[config.mk]
export PLATFORM = sky130hd
export DESIGN_NAME = qspi_lane_slave
export DESIGN_NICKNAME = d
export VERILOG_FILES = /design/src/rtl/qspi_pkg.sv /design/src/rtl/qspi_sync_edge.sv /design/src/rtl/qspi_lane_slave.sv
export SDC_FILE = /design/constraint.sdc
export NUM_CORES = 1
export LEC_CHECK = 0
export CELL_PAD_IN_SITES_DETAIL_PLACEMENT = 0
export CELL_PAD_IN_SITES_GLOBAL_PLACEMENT = 1
export CORE_ASPECT_RATIO = 1.5
export CORE_MARGIN = 1
export CORE_UTILIZATION = 42
export DETAILED_ROUTE_END_ITERATION = 12
export HOLD_SLACK_MARGIN = 0.12
export PLACE_DENSITY_LB_ADDON = 0.1
export SYNTH_ARGS = -nofsm -noshare
export SYNTH_HDL_FRONTEND = slang
export SYNTH_HIERARCHICAL = 1
export SYNTH_SLANG_ARGS = --single-unit
[constraint.sdc]
create_clock -name clk -period 2.7 [get_ports clk]
set_input_delay 0.54 -clock clk [delete_from_list [all_inputs] [get_ports clk]]
set_output_delay 0.54 -clock clk [all_outputs]
set_load 0.02 [all_outputs]
[src/rtl/qspi_pkg.sv]
// Shared types and helpers for the multi-lane SPI slave.
package qspi_pkg;

  typedef enum logic [2:0] {
    WAIT_HIGH,
    IDLE,
    CMD,
    WRITE,
    READ
  } state_e;

  // Number of sclk rises needed to move one word across the lanes.
  function automatic int unsigned lane_bits_per_word(int unsigned word_w, int unsigned lanes);
    return word_w / lanes;
  endfunction

  // Bit of the command word that selects a read frame.
  function automatic int unsigned cmd_read_bit(int unsigned word_w);
    return word_w - 1;
  endfunction

endpackage

[src/rtl/qspi_sync_edge.sv]
// Multi-flop synchroniser for an asynchronous pin, followed by an
// edge-detect flop producing single-cycle rise/fall strobes.
module qspi_sync_edge #(
  parameter int unsigned SYNC_STAGES = 2
) (
  input  logic clk,
  input  logic reset,
  input  logic pin_i,
  output logic rise_o,
  output logic fall_o
);

  if (SYNC_STAGES < 2) begin : g_bad_stages
    $error("qspi_sync_edge: SYNC_STAGES must be >= 2");
  end

  logic [SYNC_STAGES-1:0] sync_q;
  logic                   prev_q;

  // Synchroniser chain plus the previous-value flop used for edge detection.
  always_ff @(posedge clk) begin
    if (reset) begin
      sync_q <= '0;
      prev_q <= 1'b0;
    end else begin
      sync_q <= {sync_q[SYNC_STAGES-2:0], pin_i};
      prev_q <= sync_q[SYNC_STAGES-1];
    end
  end

  assign rise_o = sync_q[SYNC_STAGES-1] & ~prev_q;
  assign fall_o = ~sync_q[SYNC_STAGES-1] & prev_q;

endmodule

[src/rtl/qspi_lane_slave.sv]
// Multi-lane (1/2/4) SPI mode-0 slave, oversampled in the clk domain.
// First word of a frame is a command; its MSB selects read or write.
module qspi_lane_slave
  import qspi_pkg::*;
#(
  parameter int unsigned LANES       = 2,
  parameter int unsigned WORD_W      = 8,
  parameter int unsigned SYNC_STAGES = 2
) (
  input  logic              clk,
  input  logic              reset,
  input  logic              io_ss,
  input  logic              io_sclk,
  input  logic [LANES-1:0]  io_qd_read,
  output logic [LANES-1:0]  io_qd_write,
  output logic [LANES-1:0]  io_qd_writeEnable,
  output logic [WORD_W-1:0] rx_data,
  output logic              rx_valid,
  output logic              rx_cmd,
  input  logic [WORD_W-1:0] tx_data,
  input  logic              tx_valid,
  output logic              tx_ready,
  output logic              underflow,
  output logic              busy
);

  localparam int unsigned BPW          = lane_bits_per_word(WORD_W, LANES);
  localparam int unsigned CW           = (BPW > 1) ? $clog2(BPW) : 1;
  localparam int unsigned CMD_READ_BIT = cmd_read_bit(WORD_W);
  localparam logic [CW-1:0] LAST_CNT   = CW'(BPW - 1);

  if ((WORD_W % LANES) != 0) begin : g_bad_word
    $error("qspi_lane_slave: WORD_W must be a multiple of LANES");
  end
  if (LANES != 1 && LANES != 2 && LANES != 4) begin : g_bad_lanes
    $error("qspi_lane_slave: LANES must be 1, 2 or 4");
  end

  logic ss_rise, ss_fall, sclk_rise, sclk_fall;

  qspi_sync_edge #(.SYNC_STAGES(SYNC_STAGES)) u_ss_sync (
    .clk    (clk),
    .reset  (reset),
    .pin_i  (io_ss),
    .rise_o (ss_rise),
    .fall_o (ss_fall)
  );

  qspi_sync_edge #(.SYNC_STAGES(SYNC_STAGES)) u_sclk_sync (
    .clk    (clk),
    .reset  (reset),
    .pin_i  (io_sclk),
    .rise_o (sclk_rise),
    .fall_o (sclk_fall)
  );

  logic [SYNC_STAGES-1:0][LANES-1:0] qd_dly_q;
  logic [LANES-1:0]                  qd_in;

  // Lane data delay line matching the sclk synchroniser depth.
  always_ff @(posedge clk) begin
    if (reset) qd_dly_q <= '0;
    else       qd_dly_q <= {qd_dly_q[SYNC_STAGES-2:0], io_qd_read};
  end

  assign qd_in = qd_dly_q[SYNC_STAGES-1];

  state_e            state_q, state_d;
  logic [CW-1:0]     bitcnt_q, bitcnt_d;
  logic [WORD_W-1:0] shift_in_q, shift_in_d;
  logic [WORD_W-1:0] shift_out_q, shift_out_d;
  logic [WORD_W-1:0] rx_data_q, rx_data_d;
  logic              rx_valid_q, rx_valid_d;
  logic              rx_cmd_q, rx_cmd_d;
  logic              tx_ready_q, tx_ready_d;
  logic              underflow_q, underflow_d;
  logic              oe_q, oe_d;
  logic [LANES-1:0]  qd_write_q, qd_write_d;
  logic              word_last;

  // State and datapath registers.
  always_ff @(posedge clk) begin
    if (reset) begin
      state_q     <= WAIT_HIGH;
      bitcnt_q    <= '0;
      shift_in_q  <= '0;
      shift_out_q <= '0;
      rx_data_q   <= '0;
      rx_valid_q  <= 1'b0;
      rx_cmd_q    <= 1'b0;
      tx_ready_q  <= 1'b0;
      underflow_q <= 1'b0;
      oe_q        <= 1'b0;
      qd_write_q  <= '0;
    end else begin
      state_q     <= state_d;
      bitcnt_q    <= bitcnt_d;
      shift_in_q  <= shift_in_d;
      shift_out_q <= shift_out_d;
      rx_data_q   <= rx_data_d;
      rx_valid_q  <= rx_valid_d;
      rx_cmd_q    <= rx_cmd_d;
      tx_ready_q  <= tx_ready_d;
      underflow_q <= underflow_d;
      oe_q        <= oe_d;
      qd_write_q  <= qd_write_d;
    end
  end

  // Next-state, word assembly, tx load and lane drive.
  always_comb begin
    state_d     = state_q;
    bitcnt_d    = bitcnt_q;
    shift_in_d  = shift_in_q;
    shift_out_d = shift_out_q;
    rx_data_d   = rx_data_q;
    rx_valid_d  = 1'b0;
    rx_cmd_d    = 1'b0;
    tx_ready_d  = 1'b0;
    underflow_d = underflow_q;
    oe_d        = oe_q;
    qd_write_d  = qd_write_q;
    word_last   = (bitcnt_q == LAST_CNT);

    // The load request issued last cycle is consumed here.
    if (tx_ready_q) begin
      if (tx_valid) begin
        shift_out_d = tx_data;
      end else begin
        shift_out_d = '1;
        underflow_d = 1'b1;
      end
    end

    if (ss_rise) begin
      // Frame end takes priority over a coincident sclk edge.
      state_d    = IDLE;
      bitcnt_d   = '0;
      oe_d       = 1'b0;
      qd_write_d = '0;
    end else begin
      unique case (state_q)
        WAIT_HIGH: ;
        IDLE: begin
          if (ss_fall) begin
            state_d  = CMD;
            bitcnt_d = '0;
          end
        end
        CMD, WRITE: begin
          if (sclk_rise) begin
            shift_in_d = WORD_W'({shift_in_q, qd_in});
            if (word_last) begin
              bitcnt_d   = '0;
              rx_data_d  = shift_in_d;
              rx_valid_d = 1'b1;
              rx_cmd_d   = (state_q == CMD);
              if (state_q == CMD) begin
                if (shift_in_d[CMD_READ_BIT]) begin
                  state_d    = READ;
                  tx_ready_d = 1'b1;
                end else begin
                  state_d = WRITE;
                end
              end
            end else begin
              bitcnt_d = bitcnt_q + CW'(1);
            end
          end
        end
        READ: begin
          if (sclk_rise) begin
            if (word_last) begin
              bitcnt_d   = '0;
              tx_ready_d = 1'b1;
            end else begin
              bitcnt_d = bitcnt_q + CW'(1);
            end
          end
          if (sclk_fall) begin
            oe_d        = 1'b1;
            qd_write_d  = shift_out_q[WORD_W-1 -: LANES];
            shift_out_d = shift_out_q << LANES;
          end
        end
        default: state_d = WAIT_HIGH;
      endcase
    end
  end

  assign io_qd_write       = qd_write_q;
  assign io_qd_writeEnable = {LANES{oe_q}};
  assign rx_data           = rx_data_q;
  assign rx_valid          = rx_valid_q;
  assign rx_cmd            = rx_cmd_q;
  assign tx_ready          = tx_ready_q;
  assign underflow         = underflow_q;
  assign busy              = (state_q != IDLE) && (state_q != WAIT_HIGH);

endmodule

==> metrics.md <==
| Metric | Value |
|---|---|
| Port-buffer cells | `31` |
| Critical path endpoint category | `primary output` |
| Hold path startpoint | `qd_dly_q[1]` |
| PwrDens | `about 520 nW/um^2` |
| DP HPWL | `2600 um` |
| RSZ-0062 raised after global routing | `false` |
| Largest net degree at the start of global routing | `31` |
| Setup_tns | `0 ns` |
| Final period util | `around four fifths` |
| Footprint of the multi-input gates | `781 sq um` |
| Post-synth top area share | `approximately half` |
| Die Ht | `around 82 um` |
| RR Startpoint | `u_sclk_sync/sync_q[1]` |
| Min-Delay Endpoint | `qd_in[1]` |
| Fin nets | `around 230` |
| HP Class | `register to register` |
| Worst Path Required | `~2.2 ns` |
| Prevailing post-synth register cell | `dfxtp_1` |
| EDFF count, synth | `0` |
| RR Endpoint | `rx_data[5]` |
| Yosys Warn Count | `6` |
| Fill cells | `390` |
| Vias in the first global route | `1302` |
| Clk root buf | `clkbuf_8` |
| Fin. Hold Viols | `0` |
| Post-Synthesis Cells | `around 190` |
| Run status | `completed` |
| Cts bufs inserted | `5` |
| Post-route cell area | `about 2100 sq um` |
| Register Area | `between 800 and 900 sq um` |
| GRT overflow | `0` |
| Critical path class | `register to primary output` |
| Drc violations | `0` |
| Post-DP Area | `2050 sq um` |
| Drt pass-1 iters | `4` |
| Most frequent cells in the layout | `dfxtp_1, clkdlybuf4s50_1, a21oi_1` |
| CTS max path bufs | `2` |
| Core Region | `~4000 sq um` |
| Hold Path Stages | `1` |
| Fmax | `about 0.47 GHz` |
| Synthesized net count | `~210` |
| Row Count | `28` |
| CP arrival | `between 1.5 and 2 ns` |
| DRT Wirelength | `3710 um` |
| Slew of the pin with the lowest slew margin | `~0.51 ns` |
| Flops & latches, synth | `44` |
| First-pass GRT wire length | `roughly 6000 um` |
| Initial Util | `around 44%` |
| Max-slew violation count | `0` |
| Hold buffers post-CTS | `0` |
| All-layer global routing usage | `a little under a fifth` |
| Asr flop ratio synth | `0%` |
| Avg WL per Cell | `~14 um` |
| Area grow syn2layout | `21.0%` |
| Die W | `roughly 55 um` |
| Final setup vio count | `0` |
| Diodes inserted | `0` |
| Antenna violations before repair | `0` |
| Skew-Pair Late Insertion Delay | `0.29 ns` |
| 1st-iter DRT viols | `39` |
| Area leader, netlist | `dfxtp_1` |
| Post-CTS sizing | `0` |
| Worst rel slew slack | `about two thirds` |
| Ratio of cells with drive above 1 in the final layout | `8.96%` |
| Synth unique cells | `35` |
| Clock slew seen by the registers of the worst setup and hold paths | `about 0.080 ns` |
| Antenna Nets Post-Route | `0` |
| Max-cap violations | `0` |
| Crit-path max FO | `13` |
| Sequential share of the synthesized area | `about half` |
| R2R depth | `4` |
| Gpl congestion | `roughly 0.73` |
| Vias | `between 1000 and 1500` |
| Synthesized cell area | `1770 sq um` |
| Boundary Pins | `32` |
| Clock Skew | `0.00236 ns` |
| CP Launch Type | `register` |
| Final min period | `around 2.1 ns` |
| Most common cell after layout, fill and taps aside | `dfxtp_1` |
| Post-CTS setup buffer count | `0` |
| Clock sink count | `between 40 and 50` |
| Synth area leaders | `dfxtp_1, a21oi_1, nor2b_1` |
| Die Area | `4490 sq um` |
| Mean Syn Cell Area | `approximately 9.4 sq um` |
| Maximum VDD drop | `a little over 0.0003 V` |
| Htree depth | `2` |
| CTS tree | `yes` |
| Flop2flop setup slack | `between 0.9 and 1 ns` |
| Vias/cell | `between 5 and 6` |
| Lkg Pwr | `a little under 0.8 nW` |
[power by group]
group	switching, W	total [W]	internal (W)
combinational	0.0000242	0.0000516	0.0000274
clock	0.000211	0.000415	0.000204
sequential	0.00000459	0.000660	0.000655
[stage by stage]
step,power [W],hold WS [ns],instances,worst slack (ns),util (%)
6_report,0.00113,0.442,257,0.584,53.8
5_1_grt,0.00117,0.465,257,0.535,53.8
4_1_cts,0.00114,0.449,257,0.589,53.8
3_5_place_dp,0.000728,0.430,249,0.841,51.4
3_3_place_gp,0.000726,0.419,249,0.934,51.4
2_1_floorplan,0.000701,0.414,189,1.37,-
[critical path, stage by stage (launching register included)]
cell and delay (ns):
dfxtp_1 0.53, or2_2 0.17, clkdlybuf4s50_1 0.59
[worst max-delay path by stage]
stage                     from          to  slack [ns]  cells after the start
global route        state_q[1]        busy        0.53                      2
detailed placement       reset  state_q[1]        0.84                      3
floorplan           state_q[1]        busy        1.37                      2
CTS                 state_q[1]        busy        0.59                      2
global placement         reset  state_q[1]        0.93                      3
finish              state_q[1]        busy        0.58                      2
[cell families after synthesis]
family	after synthesis	synth area share [%]
AOI/OAI and AO/OA	42	14.7
adders and majority gates	1	0.705
buffers and inverters	21	6.35
DFF	44	49.6
muxes	7	3.95
and+or+nand+nor	74	24.7
[flip-flops by register name (all words and copies together), names as in the netlist]
signal	cells
oe_q	1
qd_dly_q	2
qd_in	2
rx_data	8
tx_ready	1
state_q	3
rx_cmd	1
underflow	1
u_ss_sync/sync_q	2
shift_out_q	8
shift_in_q	6
u_sclk_sync/prev_q	1
u_ss_sync/prev_q	1
rx_valid	1
io_qd_write	2
u_sclk_sync/sync_q	2
bitcnt_q	2
[Yosys cell counts (all sizes together) (2+ instances only)]
cell	number
dfxtp	44
buf	14
nor4	2
o22ai	2
nor2b	16
or2	7
nand3	14
nor2	13
clkbuf	4
a21oi	21
nor3	4
nand2	7
nor3b	2
inv	3
mux2i	7
o221ai	6
and4bb	4
o21ai	8
[area by class of cell]
type / instances / share of cell area (%)
inverter: 3 / 0.524
clock buffer: 6 / 3.85
multi-input combinational: 124 / 36.4
timing repair buffer: 33 / 15.2
sequential: 44 / 41.0
clock inverter: 2 / 0.466
tap: 45 / 2.62
[layer usage]
layer  vias to the layer above  share of wire (%)  GRT usage [%]
met1                       652                 44           21.9
met5                         -                  0              0
met4                         0                1.5           6.75
li1                        703                  -              -
met3                         5                3.6           4.63
met2                        30                 51           31.6
No activity file was read; power rests on OpenSTA's default activity.
